<file path="src/rtl/mem_stage.sv">
// rtl/mem_stage.sv - pipeline memory-access stage: load extraction, load-data hold, write-back and forwarding buses
module mem_stage (
    input  logic        clk,
    input  logic        resetn,
    input  logic        ex_to_mem_valid,
    input  logic [73:0] ex_to_mem_bus,
    output logic        mem_allowin,
    input  logic [31:0] data_sram_rdata,
    input  logic        wb_allowin,
    output logic        mem_to_wb_valid,
    output logic [69:0] mem_to_wb_bus,
    output logic [38:0] mem_to_id_bus
);

    localparam logic [2:0] LD_W  = 3'b000;
    localparam logic [2:0] LD_B  = 3'b001;
    localparam logic [2:0] LD_H  = 3'b010;
    localparam logic [2:0] LD_BU = 3'b011;
    localparam logic [2:0] LD_HU = 3'b100;

    logic        mem_valid;
    logic [31:0] pc;
    logic [31:0] alu_result;
    logic        rf_we;
    logic [4:0]  rf_waddr;
    logic        res_from_mem;
    logic [2:0]  ld_op;
    logic [31:0] rdata_buf;
    logic        rdata_buf_vld;

    logic        mem_ready_go;
    logic [31:0] ld_src;
    logic [7:0]  ld_byte;
    logic [15:0] ld_half;
    logic [31:0] ld_data;
    logic [31:0] rf_wdata;

    assign mem_ready_go    = 1'b1;
    assign mem_allowin     = ~mem_valid | (mem_ready_go & wb_allowin);
    assign mem_to_wb_valid = mem_valid & mem_ready_go;

    always_ff @(posedge clk or negedge resetn) begin
        if (!resetn) begin
            mem_valid     <= 1'b0;
            pc            <= 32'h0;
            alu_result    <= 32'h0;
            rf_we         <= 1'b0;
            rf_waddr      <= 5'h0;
            res_from_mem  <= 1'b0;
            ld_op         <= 3'h0;
            rdata_buf     <= 32'h0;
            rdata_buf_vld <= 1'b0;
        end else begin
            if (mem_allowin) begin
                mem_valid <= ex_to_mem_valid;
            end
            if (ex_to_mem_valid && mem_allowin) begin
                {pc, alu_result, rf_we, rf_waddr, res_from_mem, ld_op} <= ex_to_mem_bus;
            end
            // Leaving clears the buffer so an instruction entering on the same edge reads live SRAM data.
            if (mem_valid && wb_allowin) begin
                rdata_buf_vld <= 1'b0;
            end else if (mem_valid && res_from_mem && !rdata_buf_vld) begin
                rdata_buf     <= data_sram_rdata;
                rdata_buf_vld <= 1'b1;
            end
        end
    end

    assign ld_src  = rdata_buf_vld ? rdata_buf : data_sram_rdata;
    assign ld_half = alu_result[1] ? ld_src[31:16] : ld_src[15:0];

    always_comb begin
        ld_byte = ld_src[7:0];
        case (alu_result[1:0])
            2'd1:    ld_byte = ld_src[15:8];
            2'd2:    ld_byte = ld_src[23:16];
            2'd3:    ld_byte = ld_src[31:24];
            default: ld_byte = ld_src[7:0];
        endcase
    end

    always_comb begin
        ld_data = ld_src;
        case (ld_op)
            LD_B:    ld_data = {{24{ld_byte[7]}}, ld_byte};
            LD_H:    ld_data = {{16{ld_half[15]}}, ld_half};
            LD_BU:   ld_data = {24'h0, ld_byte};
            LD_HU:   ld_data = {16'h0, ld_half};
            LD_W:    ld_data = ld_src;
            default: ld_data = ld_src;
        endcase
    end

    assign rf_wdata = res_from_mem ? ld_data : alu_result;

    assign mem_to_wb_bus = {rf_we, rf_waddr, rf_wdata, pc};
    assign mem_to_id_bus = {rf_we & mem_valid, rf_waddr, rf_wdata, res_from_mem & mem_valid};

endmodule

</file>
<file path="config.mk">
export PLATFORM = sky130hd
export DESIGN_NAME = mem_stage
export DESIGN_NICKNAME = d
export VERILOG_FILES = /design/src/rtl/mem_stage.sv
export SDC_FILE = /design/constraint.sdc
export NUM_CORES = 1
export LEC_CHECK = 0
export BUFFER_PORTS_ARGS = -buffer_cell sky130_fd_sc_hd__buf_2
export CAP_MARGIN = 0
export CORE_UTILIZATION = 40
export DETAILED_ROUTE_END_ITERATION = 8
export GPL_TIMING_DRIVEN = 0
export PLACE_DENSITY = 0.7
export REMOVE_ABC_BUFFERS = 1
export SYNTH_ARGS = -nofsm -noshare
export SYNTH_HDL_FRONTEND = slang
export SYNTH_SLANG_ARGS = --single-unit
</file>
<file path="constraint.sdc">
create_clock -name clk -period 2 [get_ports clk]
set_input_delay 0.3 -clock clk [delete_from_list [all_inputs] [get_ports clk]]
set_output_delay 0.3 -clock clk [all_outputs]
set_load 0.02 [all_outputs]
</file>
==> qor.yml, run 1 <==
die:
  rows: 44
  core_mm2: 0.01453
  die_h_um: 123.9
  start_util_pct: 40.92
  die_area_mm2: 0.01536
  pin_count: 221
  die_w_um: 123.9
power_and_ir_drop:
  vdd_drop_max_mv: 0.4678
  internal_power_uw: 5704
  p_per_area_mw_per_mm2: 1107
  p_sw_uw: 3451
  p_leak_uw: 0.003640
  switching_share_pct: 37.69
  pwr-share-comb_pct: 46.8
  p_seq_share_pct: 33.4
  clockPowerShare_pct: 19.8
global_routing:
  antenna_found_initial: 1
  grt_pass1_vias: 4859
  grt_pass1_wl_mm: 26.46
  grt_use_total_pct: 23.41
  grt_max_degree: 60
  grt.overflow.total: 0
cts:
  clk_pin_slew_ns: 0.07
  cts_buffer_depth: 2
  cts.sinks: 108
  htree_levels: 3
  cts_buffers: 9
  tritoncts: "done"
  clock-root-buffer: "clkbuf_16"
  clock_latency_ns: 0.35
timing:
  worst_slew_pin_slew_ns: 0.6986
  finalClockSkew_ns: 0.005083
  finalSetupViolations: 64
  timing.final.ws_setup_ns: -0.6713
  rsz0062_at_grt: "true"
  period_share_pct: 133.6
  whs_ns: 0.1275
  slew_headroom_pct: 53.42
  fmax_mhz: 374.4
  maxSlewViolCount: 0
  hold_viol: 0
  fin_crit_ns: 2.671
final_layout:
  ff_latch_area_mm2: 0.002719
  multi_input_area_mm2: 0.003124
  fin_area_mm2: 0.008267
  drive_gt1_share_pct: 64.63
  area_growth_pct: 39.01
  n_fill_cell: 1191
  fin_nets: 809
  antenna_cells: 0
yosys:
  synth_top_cell_by_area: "dfrtp_1"
  netlist_instances: 498
  yosys-top-cells-area: "dfrtp_1, mux2_2, mux2i_1, buf_4, o32a_1"
  synthesis.area_mm2: 0.005947
  ys_seq_elements: 108
  yosys_most_used_dff: "dfrtp_1"
  synth_warnings: 0
  synth_enable_flop_cells: 0
  ys_seq_area_share_pct: 45.44
  synth_cell_types: 50
  yosys.area.top_type_share_pct: 45.44
  synth_commonest_cells: "dfrtp_1, mux2_2, buf_4, mux2i_1, nand2_1"
  synth.most_common_cell: "dfrtp_1"
  syn_avg_cell_area_um2: 11.94
  synthArstFlopShare_pct: 100.0
worst_setup_path:
  critPathCaptureType: "output pin"
  path_max_fanout: 13
  cp-start-kind: "flop"
  crit_required_ns: 1.70
  r2r-start: "res_from_mem"
  reg2regPathDepth: 6
  crit_type: "reg2out"
  worstPathArrival_ns: 2.37
  r2r_end: "rdata_buf[22]"
  regToRegSetupSlack_ns: 0.03
  crit_start: "rdata_buf_vld"
placement:
  io_buffers: 220
  hpwl_mm: 10.78
  gp_congestion: 0.8307
  place_area_mm2: 0.006868
drt:
  drc: 0
  wirelength_mm: 17.66
  vias: 4870
  drtIter0Drc: 273
  routed_via_density: 5.484
  antenna_left: 0
  routedWlPerCell_um: 19.89
  first_pass_iters: 5
worst_hold_path:
  hold_class: "in2reg"
  min_from: "wb_allowin"
  hold_path_depth: 2
  worstHoldEndpoint: "rdata_buf_vld"
run_status:
  violations: "setup timing"
  status: "complete, but fails checks"
run:
  max-cap-violations: 0
cell usage in the layout (no fill, tap or decap), types with 7 or more instances in the layout:
cell	n
a31oi_4	8
dfrtp_1	101
o32a_1	16
mux2_2	105
o21ai_1	11
clkbuf_16	9
a31oi_1	9
buf_4	39
buf_12	9
o22ai_1	10
nand2_1	21
nand2b_1	7
buf_2	176
mux2i_1	21
mux2i_2	7
o21ai_0	10
buf_6	37
nor2_1	9
repair_timing:
action | 4_1_cts | 5_1_grt
gates resized for setup | 130 | 40
pin swaps | 24 | 16
hold buffers | 1 | 0
setup buffers | 24 | 15
endpoints found under the hold margin | 2 | 0
endpoints found under the setup margin | 96 | 95
cloned | 6 | 0
final cells by class:
| class | instances | area share (%) |
|---|---|---|
| tap | 184 | 2.785 |
| sequential | 108 | 32.89 |
| clock buffer | 10 | 2.770 |
| inverter | 2 | 0.1362 |
| multi-input combinational | 312 | 37.79 |
| clock inverter | 6 | 0.8476 |
| timing repair buffer | 266 | 22.78 |
metal layers:
| layer | vias up | wire, um | part of all wire [%] | GRT usage [%] |
|---|---|---|---|---|
| met1 | 2406 | 7293 | 41 | 29.16 |
| met5 | - | 0 | 0 | 0 |
| met2 | 235 | 8830 | 50 | 39.55 |
| li1 | 2201 | - | - | - |
| met3 | 28 | 1176 | 6.7 | 4.762 |
| met4 | 0 | 363 | 2.1 | 9.598 |
power groups by stage:
stage          logic, uW  registers (uW)  clock network [uW]
2_1_floorplan       1940            3200                   0
3_3_place_gp        3030            3130                   0
3_5_place_dp        3170            3100                   0
4_1_cts             4090            3040                1860
5_1_grt             4550            3130                1940
6_report            4280            3060                1810
state kept, by name, summed over array words and instances (netlist names):
name	flops
rdata_buf	32
ld_op	3
rf_waddr	5
mem_to_wb_valid	1
rdata_buf_vld	1
rf_we	1
res_from_mem	1
alu_result	32
pc	32
stage by stage:
stage                     total power (uW)  utilization [%]  worst slack [ns]  TNS (ns)  std cells
after CTS                             8999            55.60           -0.6607    -36.37        876
final                                 9155            56.88           -0.6713    -35.84        888
after detailed placement              6263            47.25            -1.430    -79.85        829
after floorplan                       5141                -            -1.354   -187.83        420
after global routing                  9621            56.88           -0.7073    -39.85        888
after global placement                6163            46.42            -2.967   -391.44        824
cells by family after synthesis:
kind of cell,synth area share (%)
xor gates and xnor gates,0.1473
buffers and inverters,9.068
DFF,45.44
and+or+nand+nor,6.249
muxes,28.70
AOI/OAI and AO/OA,10.39
critical path, stage by stage, from the launching register on:
cell and delay (ns):
dfrtp_4 0.46, buf_12 0.15, mux4_2 0.52, nor3b_4 0.18
buf_12 0.16, o32a_1 0.36, buf_2 0.17
worst max path at each step:
stage	endpoint	cells after the start
3_5_place_dp	mem_to_wb_bus[50]	5
5_1_grt	mem_to_wb_bus[50]	6
6_report	mem_to_id_bus[21]	6
2_1_floorplan	mem_to_id_bus[5]	4
4_1_cts	mem_to_wb_bus[50]	6
3_3_place_gp	rdata_buf[22]	3
(Power assumes the default switching activity.)
==> run 2: changes to the inputs <==
--- a/config.mk
+++ b/config.mk
@@ -5,12 +5,13 @@
 export SDC_FILE = /design/constraint.sdc
 export NUM_CORES = 1
 export LEC_CHECK = 0
+export ABC_AREA = 1
 export BUFFER_PORTS_ARGS = -buffer_cell sky130_fd_sc_hd__buf_2
 export CAP_MARGIN = 0
 export CORE_UTILIZATION = 40
 export DETAILED_ROUTE_END_ITERATION = 8
 export GPL_TIMING_DRIVEN = 0
-export PLACE_DENSITY = 0.7
+export PLACE_DENSITY = 0.69
 export REMOVE_ABC_BUFFERS = 1
 export SYNTH_ARGS = -nofsm -noshare
 export SYNTH_HDL_FRONTEND = slang
==> run 2 against run 1 <==
  * The run still ends with setup timing left
  * Fmax up 9.9%
  * Cell area up 10%
  * Non-clock buffer count up 1
  * Hold slack better by 0.035 ns
  * Synthesized area up 4.0%
  * Global-route usage up 0.57 points
  * Via count up 24%
  * Largest cell class unchanged
==> qor.yml, run 2 <==
final_layout:
  fin_nets: 1087  # was 809
  fin_area_mm2: 0.009123  # was 0.008267 mm2
  final_cell_mix: "buf_2, nand2_1, dfrtp_1"  # was buf_2, mux2_2, dfrtp_1
  area_growth_pct: 47.44  # was 39.01%
  mostFrequentLayoutCell: "buf_2"  # unchanged
  stdcell_count: 1172  # was 888
  largest_registers: "alu_result x32, pc x32, rdata_buf x32"  # unchanged
  drive_gt1_share_pct: 55.40  # was 64.63%
yosys:
  ys_seq_elements: 108  # unchanged
  yosys-top-cells-area: "dfrtp_1, nand2_1, mux2_2, buf_4, inv_1"  # was dfrtp_1, mux2_2, mux2i_1, buf_4, o32a_1
  synth_top_cell_by_area: "dfrtp_1"  # unchanged
  ys_seq_area_share_pct: 43.68  # was 45.44%
  synthesis.area_mm2: 0.006187  # was 0.005947 mm2
  yosys_most_used_dff: "dfrtp_1"  # unchanged
  netlist_instances: 768  # was 498
  synth_warnings: 0  # unchanged
  synth.most_common_cell: "nand2_1"  # was dfrtp_1
  synth_enable_flop_cells: 0  # unchanged
  yosys.area.top_type_share_pct: 43.68  # was 45.44%
  synthArstFlopShare_pct: 100.0  # unchanged
  syn_avg_cell_area_um2: 8.056  # was 11.94 um2
  synth_commonest_cells: "nand2_1, dfrtp_1, inv_1, mux2_2, o21ai_0"  # was dfrtp_1, mux2_2, buf_4, mux2i_1, nand2_1
  synth_cell_types: 25  # was 50
timing:
  slew_headroom_pct: 63.63  # was 53.42%
  fin_crit_ns: 2.431  # was 2.671 ns
  finalSetupTns_ns: -20.81  # was -35.84 ns
  maxSlewViolCount: 0  # unchanged
  timing.final.ws_setup_ns: -0.4308  # was -0.6713 ns
  finalClockSkew_ns: 0.005916  # was 0.005083 ns
  finalSetupViolations: 64  # unchanged
  worst_slew_pin_slew_ns: 0.5455  # was 0.6986 ns
  fmax_mhz: 411.4  # was 374.4 MHz
  period_share_pct: 121.5  # was 133.6%
  whs_ns: 0.1627  # was 0.1275 ns
  hold_viol: 0  # unchanged
  rsz0062_at_grt: "true"  # unchanged
worst_setup_path:
  cp_cell_sequence: "buf_12 -> buf_16 -> o211ai_1 -> nand3_1 -> nand2_1 -> nor2_1 -> o21ai_2 -> buf_4"  # was buf_12 -> mux4_2 -> nor3b_4 -> buf_12 -> o32a_1 -> buf_2
  regToRegSetupSlack_ns: 0.21  # was 0.03 ns
  cp-start-kind: "flop"  # unchanged
  slowest_stage: "dfrtp_4"  # was mux4_2
  critPathCaptureType: "output pin"  # unchanged
  path_max_fanout: 7  # was 13
  crit_cells: 8  # was 6
  r2r-start: "mem_to_wb_valid"  # was res_from_mem
  crit_buf_inv: 3  # unchanged
  critPathCapture: "mem_to_id_bus[1]"  # was mem_to_id_bus[21]
  critPathMaxStageDelay_ns: 0.54  # was 0.52 ns
  crit_start: "rdata_buf_vld"  # unchanged
  crit_required_ns: 1.70  # about the same
  reg2regPathDepth: 4  # was 6
  r2r_end: "rf_waddr[2]"  # was rdata_buf[22]
  crit_type: "reg2out"  # unchanged
  worstPathArrival_ns: 2.13  # was 2.37 ns
  critical_path.top_delay_family: "flip-flops"  # was multiplexers
placement:
  numPlacedInstances: 1101  # was 829
  hpwl_mm: 11.19  # was 10.78 mm
  gp_congestion: 0.8502  # was 0.8307
  place_area_mm2: 0.007126  # was 0.006868 mm2
  io_buffers: 220  # unchanged
die:
  core_mm2: 0.01515  # was 0.01453 mm2
  die_h_um: 126.4  # was 123.9 um
  rows: 45  # was 44
  die_w_um: 126.4  # was 123.9 um
  pin_count: 221  # unchanged
  start_util_pct: 40.85  # was 40.92%
  die_area_mm2: 0.01597  # was 0.01536 mm2
run_status:
  status: "complete, but fails checks"  # unchanged
  violations: "setup timing"  # unchanged
power_and_ir_drop:
  vdd_drop_max_mv: 0.6863  # was 0.4678 mV
  p_leak_uw: 0.004687  # was 0.003640 uW
  p_per_area_mw_per_mm2: 1107  # about the same
global_routing:
  grt_max_degree: 57  # was 60
  antenna_found_initial: 3  # was 1
  grt_use_total_pct: 23.98  # was 23.41%
  grt_pass1_wl_mm: 29.34  # was 26.46 mm
  grt.overflow.total: 0  # unchanged
  grt_pass1_vias: 5662  # was 4859
drt:
  drc: 0  # unchanged
  wirelength_mm: 19.86  # was 17.66 mm
  antenna_left: 0  # unchanged
  first_pass_iters: 5  # unchanged
  vias: 6043  # was 4870
  drtIter0Drc: 374  # was 273
  routedWlPerCell_um: 16.95  # was 19.89 um
  routed_via_density: 5.156  # was 5.484
cts:
  cts_buffers: 9  # unchanged
  clock-root-buffer: "clkbuf_16"  # unchanged
  clock_latency_ns: 0.36  # was 0.35 ns
  htree_levels: 3  # unchanged
  clk_pin_slew_ns: 0.08  # was 0.07 ns
  tritoncts: "done"  # unchanged
  cts.sinks: 108  # unchanged
  cts_buffer_depth: 2  # unchanged
worst_hold_path:
  hold_class: "in2reg"  # unchanged
  hold_path_depth: 2  # unchanged
run:
  max-cap-violations: 0  # unchanged
run 2: cell types whose count changed after synthesis, moves of 11 or more:
| cell | change |
|---|---|
| o22ai_1 | -11 |
| inv_1 | +79 |
| a21oi_1 | +15 |
| o21ai_0 | +30 |
| or2_2 | +17 |
| nand2_1 | +191 |
| mux2_2 | -36 |
| nor2_1 | +27 |
| o32a_1 | -16 |
| nand3_1 | +40 |
| mux2i_1 | -33 |
| a31oi_1 | -18 |
| o21ai_1 | +16 |
run 2: final cells by class:
type | instances | area, um2
fill | 1301 | 6023
multi-input combinational | 498 | 3435
sequential | 108 | 2711
timing repair buffer | 267 | 2044
inverter | 92 | 389.1
clock buffer | 10 | 239.0
tap | 188 | 235.2
clock inverter | 6 | 55.05
timing repair inverter | 1 | 8.758
antenna | 2 | 5.005
run 2: routing by layer:
metal  vias to the layer above  global-route usage [%]  routed length (um)
li1                       2825                       -                   -
met1                      2848                   29.52                7884
met2                       312                   39.84                9529
met3                        54                   7.254                1798
met4                         4                   8.575                 624
met5                         -                       0                  23
run 2: what timing repair did:
action | in CTS | in global routing
endpoints found under the hold margin | 52 | 0
hold buffers | 1 | 0
gates resized for setup | 247 | 94
pin swaps | 41 | 42
setup endpoints to repair | 96 | 66
cloned | 8 | 5
setup buffers | 21 | 18
run 2: per-stage QoR:
step / power, uW / worst slack, ns / util [%]
after global placement: 6411 / -1.838 / 46.44
after CTS: 9533 / -0.3938 / 56.50
after global routing: 10600 / -0.5060 / 60.21
after floorplan: 5282 / -1.049 / -
final: 10100 / -0.4308 / 60.23
after detailed placement: 6470 / -1.143 / 47.05
run 2: worst register-to-register path, stage by stage, from the launching register on:
cell and delay [ns]:
dfrtp_1 0.40, nand2_1 0.13, nand2_4 0.43, buf_16 0.31, mux2_2 0.42
run 2: how the worst min path moves through the flow:
stage	start	end	slack, ns
after global routing	ex_to_mem_bus[43]	pc[1]	0.15
after CTS	ex_to_mem_bus[36]	alu_result[26]	0.15
after detailed placement	resetn	rdata_buf[6]	0.30
after floorplan	resetn	alu_result[0]	0.004
after global placement	rdata_buf[10]	rdata_buf[10]	0.46
final	ex_to_mem_bus[58]	pc[16]	0.16
run 2: kinds of logic after synthesis:
group,synth area share (%)
and+or+nand+nor,21.78
buffers and inverters,13.49
DFF,43.68
AOI/OAI and AO/OA,8.130
muxes,12.92
run 2: power breakdown:
group	total [uW]	internal, uW	switching [uW]	leakage [uW]
registers	3020	2680	332	0.00127
logic	5230	2250	2990	0.00328
clock network	1850	909	938	0.000140
total	10100	5840	4250	0.00469
==> run 3: changes to the inputs <==
--- a/config.mk
+++ b/config.mk
@@ -11,7 +11,7 @@
 export CORE_UTILIZATION = 40
 export DETAILED_ROUTE_END_ITERATION = 8
 export GPL_TIMING_DRIVEN = 0
-export PLACE_DENSITY = 0.69
+export PLACE_DENSITY_LB_ADDON = 0.05
 export REMOVE_ABC_BUFFERS = 1
 export SYNTH_ARGS = -nofsm -noshare
 export SYNTH_HDL_FRONTEND = slang
==> run 3 against run 2 <==
  * The run still ends with setup timing left
  * Die area unchanged
  * Non-clock buffer count down 17
  * Combinational power down 9.4%
  * Worst setup slack worse by 0.019 ns
  * Hold slack about the same
  * Clock skew up 0.00094 ns
  * Fmax down 0.77%
  * Global-route usage down 0.68 points
==> qor.yml, run 3 (synthesis gave the netlist of run 2 again) <==
timing:
  worst_slew_pin_slew_ns: 0.4932  # was 0.5455 ns
  fmax_mhz: 408.2  # was 411.4 MHz
  timing.final.ws_setup_ns: -0.4498  # was -0.4308 ns
  rsz0062_at_grt: "true"  # unchanged
  whs_ns: 0.1623  # was 0.1627 ns
  finalSetupViolations: 64  # unchanged
  fin_crit_ns: 2.450  # was 2.431 ns
  slew_headroom_pct: 67.12  # was 63.63%
  finalSetupTns_ns: -23.04  # was -20.81 ns
  finalClockSkew_ns: 0.006860  # was 0.005916 ns
  maxSlewViolCount: 0  # unchanged
  period_share_pct: 122.5  # was 121.5%
  hold_viol: 0  # unchanged
worst_hold_path:
  min_from: "ex_to_mem_bus[37]"  # was ex_to_mem_bus[58]
  worstHoldEndpoint: "alu_result[27]"  # was pc[16]
  hold_class: "in2reg"  # unchanged
  hold_path_depth: 2  # unchanged
placement:
  hpwl_mm: 11.46  # was 11.19 mm
  io_buffers: 220  # unchanged
  numPlacedInstances: 1100  # was 1101
  gp_congestion: 0.8153  # was 0.8502
worst_setup_path:
  crit_required_ns: 1.70  # about the same
  r2r-start: "rdata_buf_vld"  # was mem_to_wb_valid
  regToRegSetupSlack_ns: 0.23  # was 0.21 ns
  critPathCaptureType: "output pin"  # unchanged
  crit_type: "reg2out"  # unchanged
  worstPathArrival_ns: 2.15  # was 2.13 ns
  cp-start-kind: "flop"  # unchanged
  r2r_end: "rdata_buf[3]"  # was rf_waddr[2]
  reg2regPathDepth: 5  # was 4
  path_max_fanout: 7  # unchanged
cts:
  clock-root-buffer: "clkbuf_16"  # unchanged
  cts.sinks: 108  # unchanged
  clock_latency_ns: 0.36  # about the same
  cts_buffers: 9  # unchanged
  tritoncts: "done"  # unchanged
  htree_levels: 3  # unchanged
  clk_pin_slew_ns: 0.08  # about the same
  cts_buffer_depth: 2  # unchanged
global_routing:
  grt_pass1_wl_mm: 28.68  # was 29.34 mm
  grt_use_total_pct: 23.30  # was 23.98%
  grt_max_degree: 62  # was 57
  grt_pass1_vias: 5546  # was 5662
  antenna_found_initial: 2  # was 3
  grt.overflow.total: 0  # unchanged
run:
  max-cap-violations: 0  # unchanged
final_layout:
  area_growth_pct: 39.53  # was 47.44%
  fin_nets: 1067  # was 1087
  final_cell_mix: "nand2_1, buf_2, dfrtp_1"  # was buf_2, nand2_1, dfrtp_1
  largest_registers: "alu_result x32, pc x32, rdata_buf x32"  # unchanged
  mostFrequentLayoutCell: "nand2_1"  # was buf_2
  antenna_cells: 0  # was 2
  n_fill_cell: 1403  # was 1301
  drive_gt1_share_pct: 49.06  # was 55.40%
  stdcell_count: 1150  # was 1172
die:
  pin_count: 221  # unchanged
  die_h_um: 126.4  # unchanged
  core_mm2: 0.01515  # unchanged
  die_area_mm2: 0.01597  # unchanged
  die_w_um: 126.4  # unchanged
  start_util_pct: 40.85  # unchanged
  rows: 45  # unchanged
drt:
  routed_via_density: 5.097  # was 5.156
  wirelength_mm: 19.43  # was 19.86 mm
  drc: 0  # unchanged
  vias: 5862  # was 6043
  routedWlPerCell_um: 16.89  # was 16.95 um
  first_pass_iters: 5  # unchanged
  drtIter0Drc: 289  # was 374
  antenna_left: 0  # unchanged
power_and_ir_drop:
  p_per_area_mw_per_mm2: 1115  # was 1107 mW/mm2
  p_leak_uw: 0.004463  # was 0.004687 uW
  power.total_uw: 9624  # was 10100 uW
  vdd_drop_max_mv: 0.5516  # was 0.6863 mV
run_status:
  violations: "setup timing"  # unchanged
  status: "complete, but fails checks"  # unchanged
## run 3: changes by cell type in the layout (fill, tap and decap cells not counted), sizes merged
cell / delta
clkinv: +1
buf: -16
clkbuf: -1
diode: -2
nand2: -2
inv: -3
bufinv: +1
## run 3: how the worst max path moves through the flow
stage | startpoint | to | cells after the start
after floorplan | rdata_buf_vld | mem_to_id_bus[16] | 8
after global placement | rdata_buf_vld | mem_to_wb_bus[63] | 11
after detailed placement | rdata_buf_vld | mem_to_wb_bus[63] | 11
after CTS | rdata_buf_vld | mem_to_wb_bus[46] | 11
after global routing | rdata_buf_vld | mem_to_id_bus[3] | 8
final | rdata_buf_vld | mem_to_id_bus[3] | 8
## run 3: timing repair
item	4_1_cts	5_1_grt
endpoints found under the setup margin	97	95
endpoints found under the hold margin	47	0
buffers inserted	15	10
hold buffers	1	0
gates cloned	4	4
pin swaps	12	32
gates resized for setup	109	143
## run 3: layout make-up
cell class	instances	area, um2	share of cell area [%]
clock buffers	10	229.0	2.652
inverters	92	376.6	4.362
flip-flops and latches	108	2714	31.43
multi-input cells	496	3219	37.29
repair buffers	250	1785	20.68
well taps	188	235.2	2.725
clock inverters	6	73.82	0.8551
## run 3: per-stage QoR
stage / setup WS (ns) / cell area (um2) / utilization [%]
finish: -0.4498 / 8633 / 57.00
global route: -0.5018 / 8633 / 57.00
CTS: -0.4351 / 8013 / 52.90
detailed placement: -1.164 / 7106 / 46.91
global placement: -1.749 / 7034 / 46.44
floorplan: -1.049 / 5698 / -
## run 3: power by group
group	total (uW)	internal (uW)	leakage [uW]	switching [uW]
clock	1870	987	0.000141	884
combinational	4740	1990	0.00305	2750
sequential	3010	2690	0.00127	322
## run 3: routing by layer
| layer | vias to the layer above | share of wire [%] | routed length [um] | GRT usage [%] |
|---|---|---|---|---|
| li1 | 2775 | - | - | - |
| met3 | 30 | 5.9 | 1153 | 4.260 |
| met5 | - | 0.088 | 17 | 0 |
| met1 | 2838 | 43 | 8289 | 30.11 |
| met4 | 2 | 2.3 | 439 | 9.072 |
| met2 | 217 | 49 | 9527 | 38.84 |
## run 3: worst max-delay path: stages (launching register included)
cell	delay, ns
dfrtp_4	0.54
buf_12	0.18
buf_16	0.15
o211ai_1	0.29
nand3_1	0.20
nand3_2	0.13
nor2_2	0.05
nor2_2	0.10
buf_4	0.15
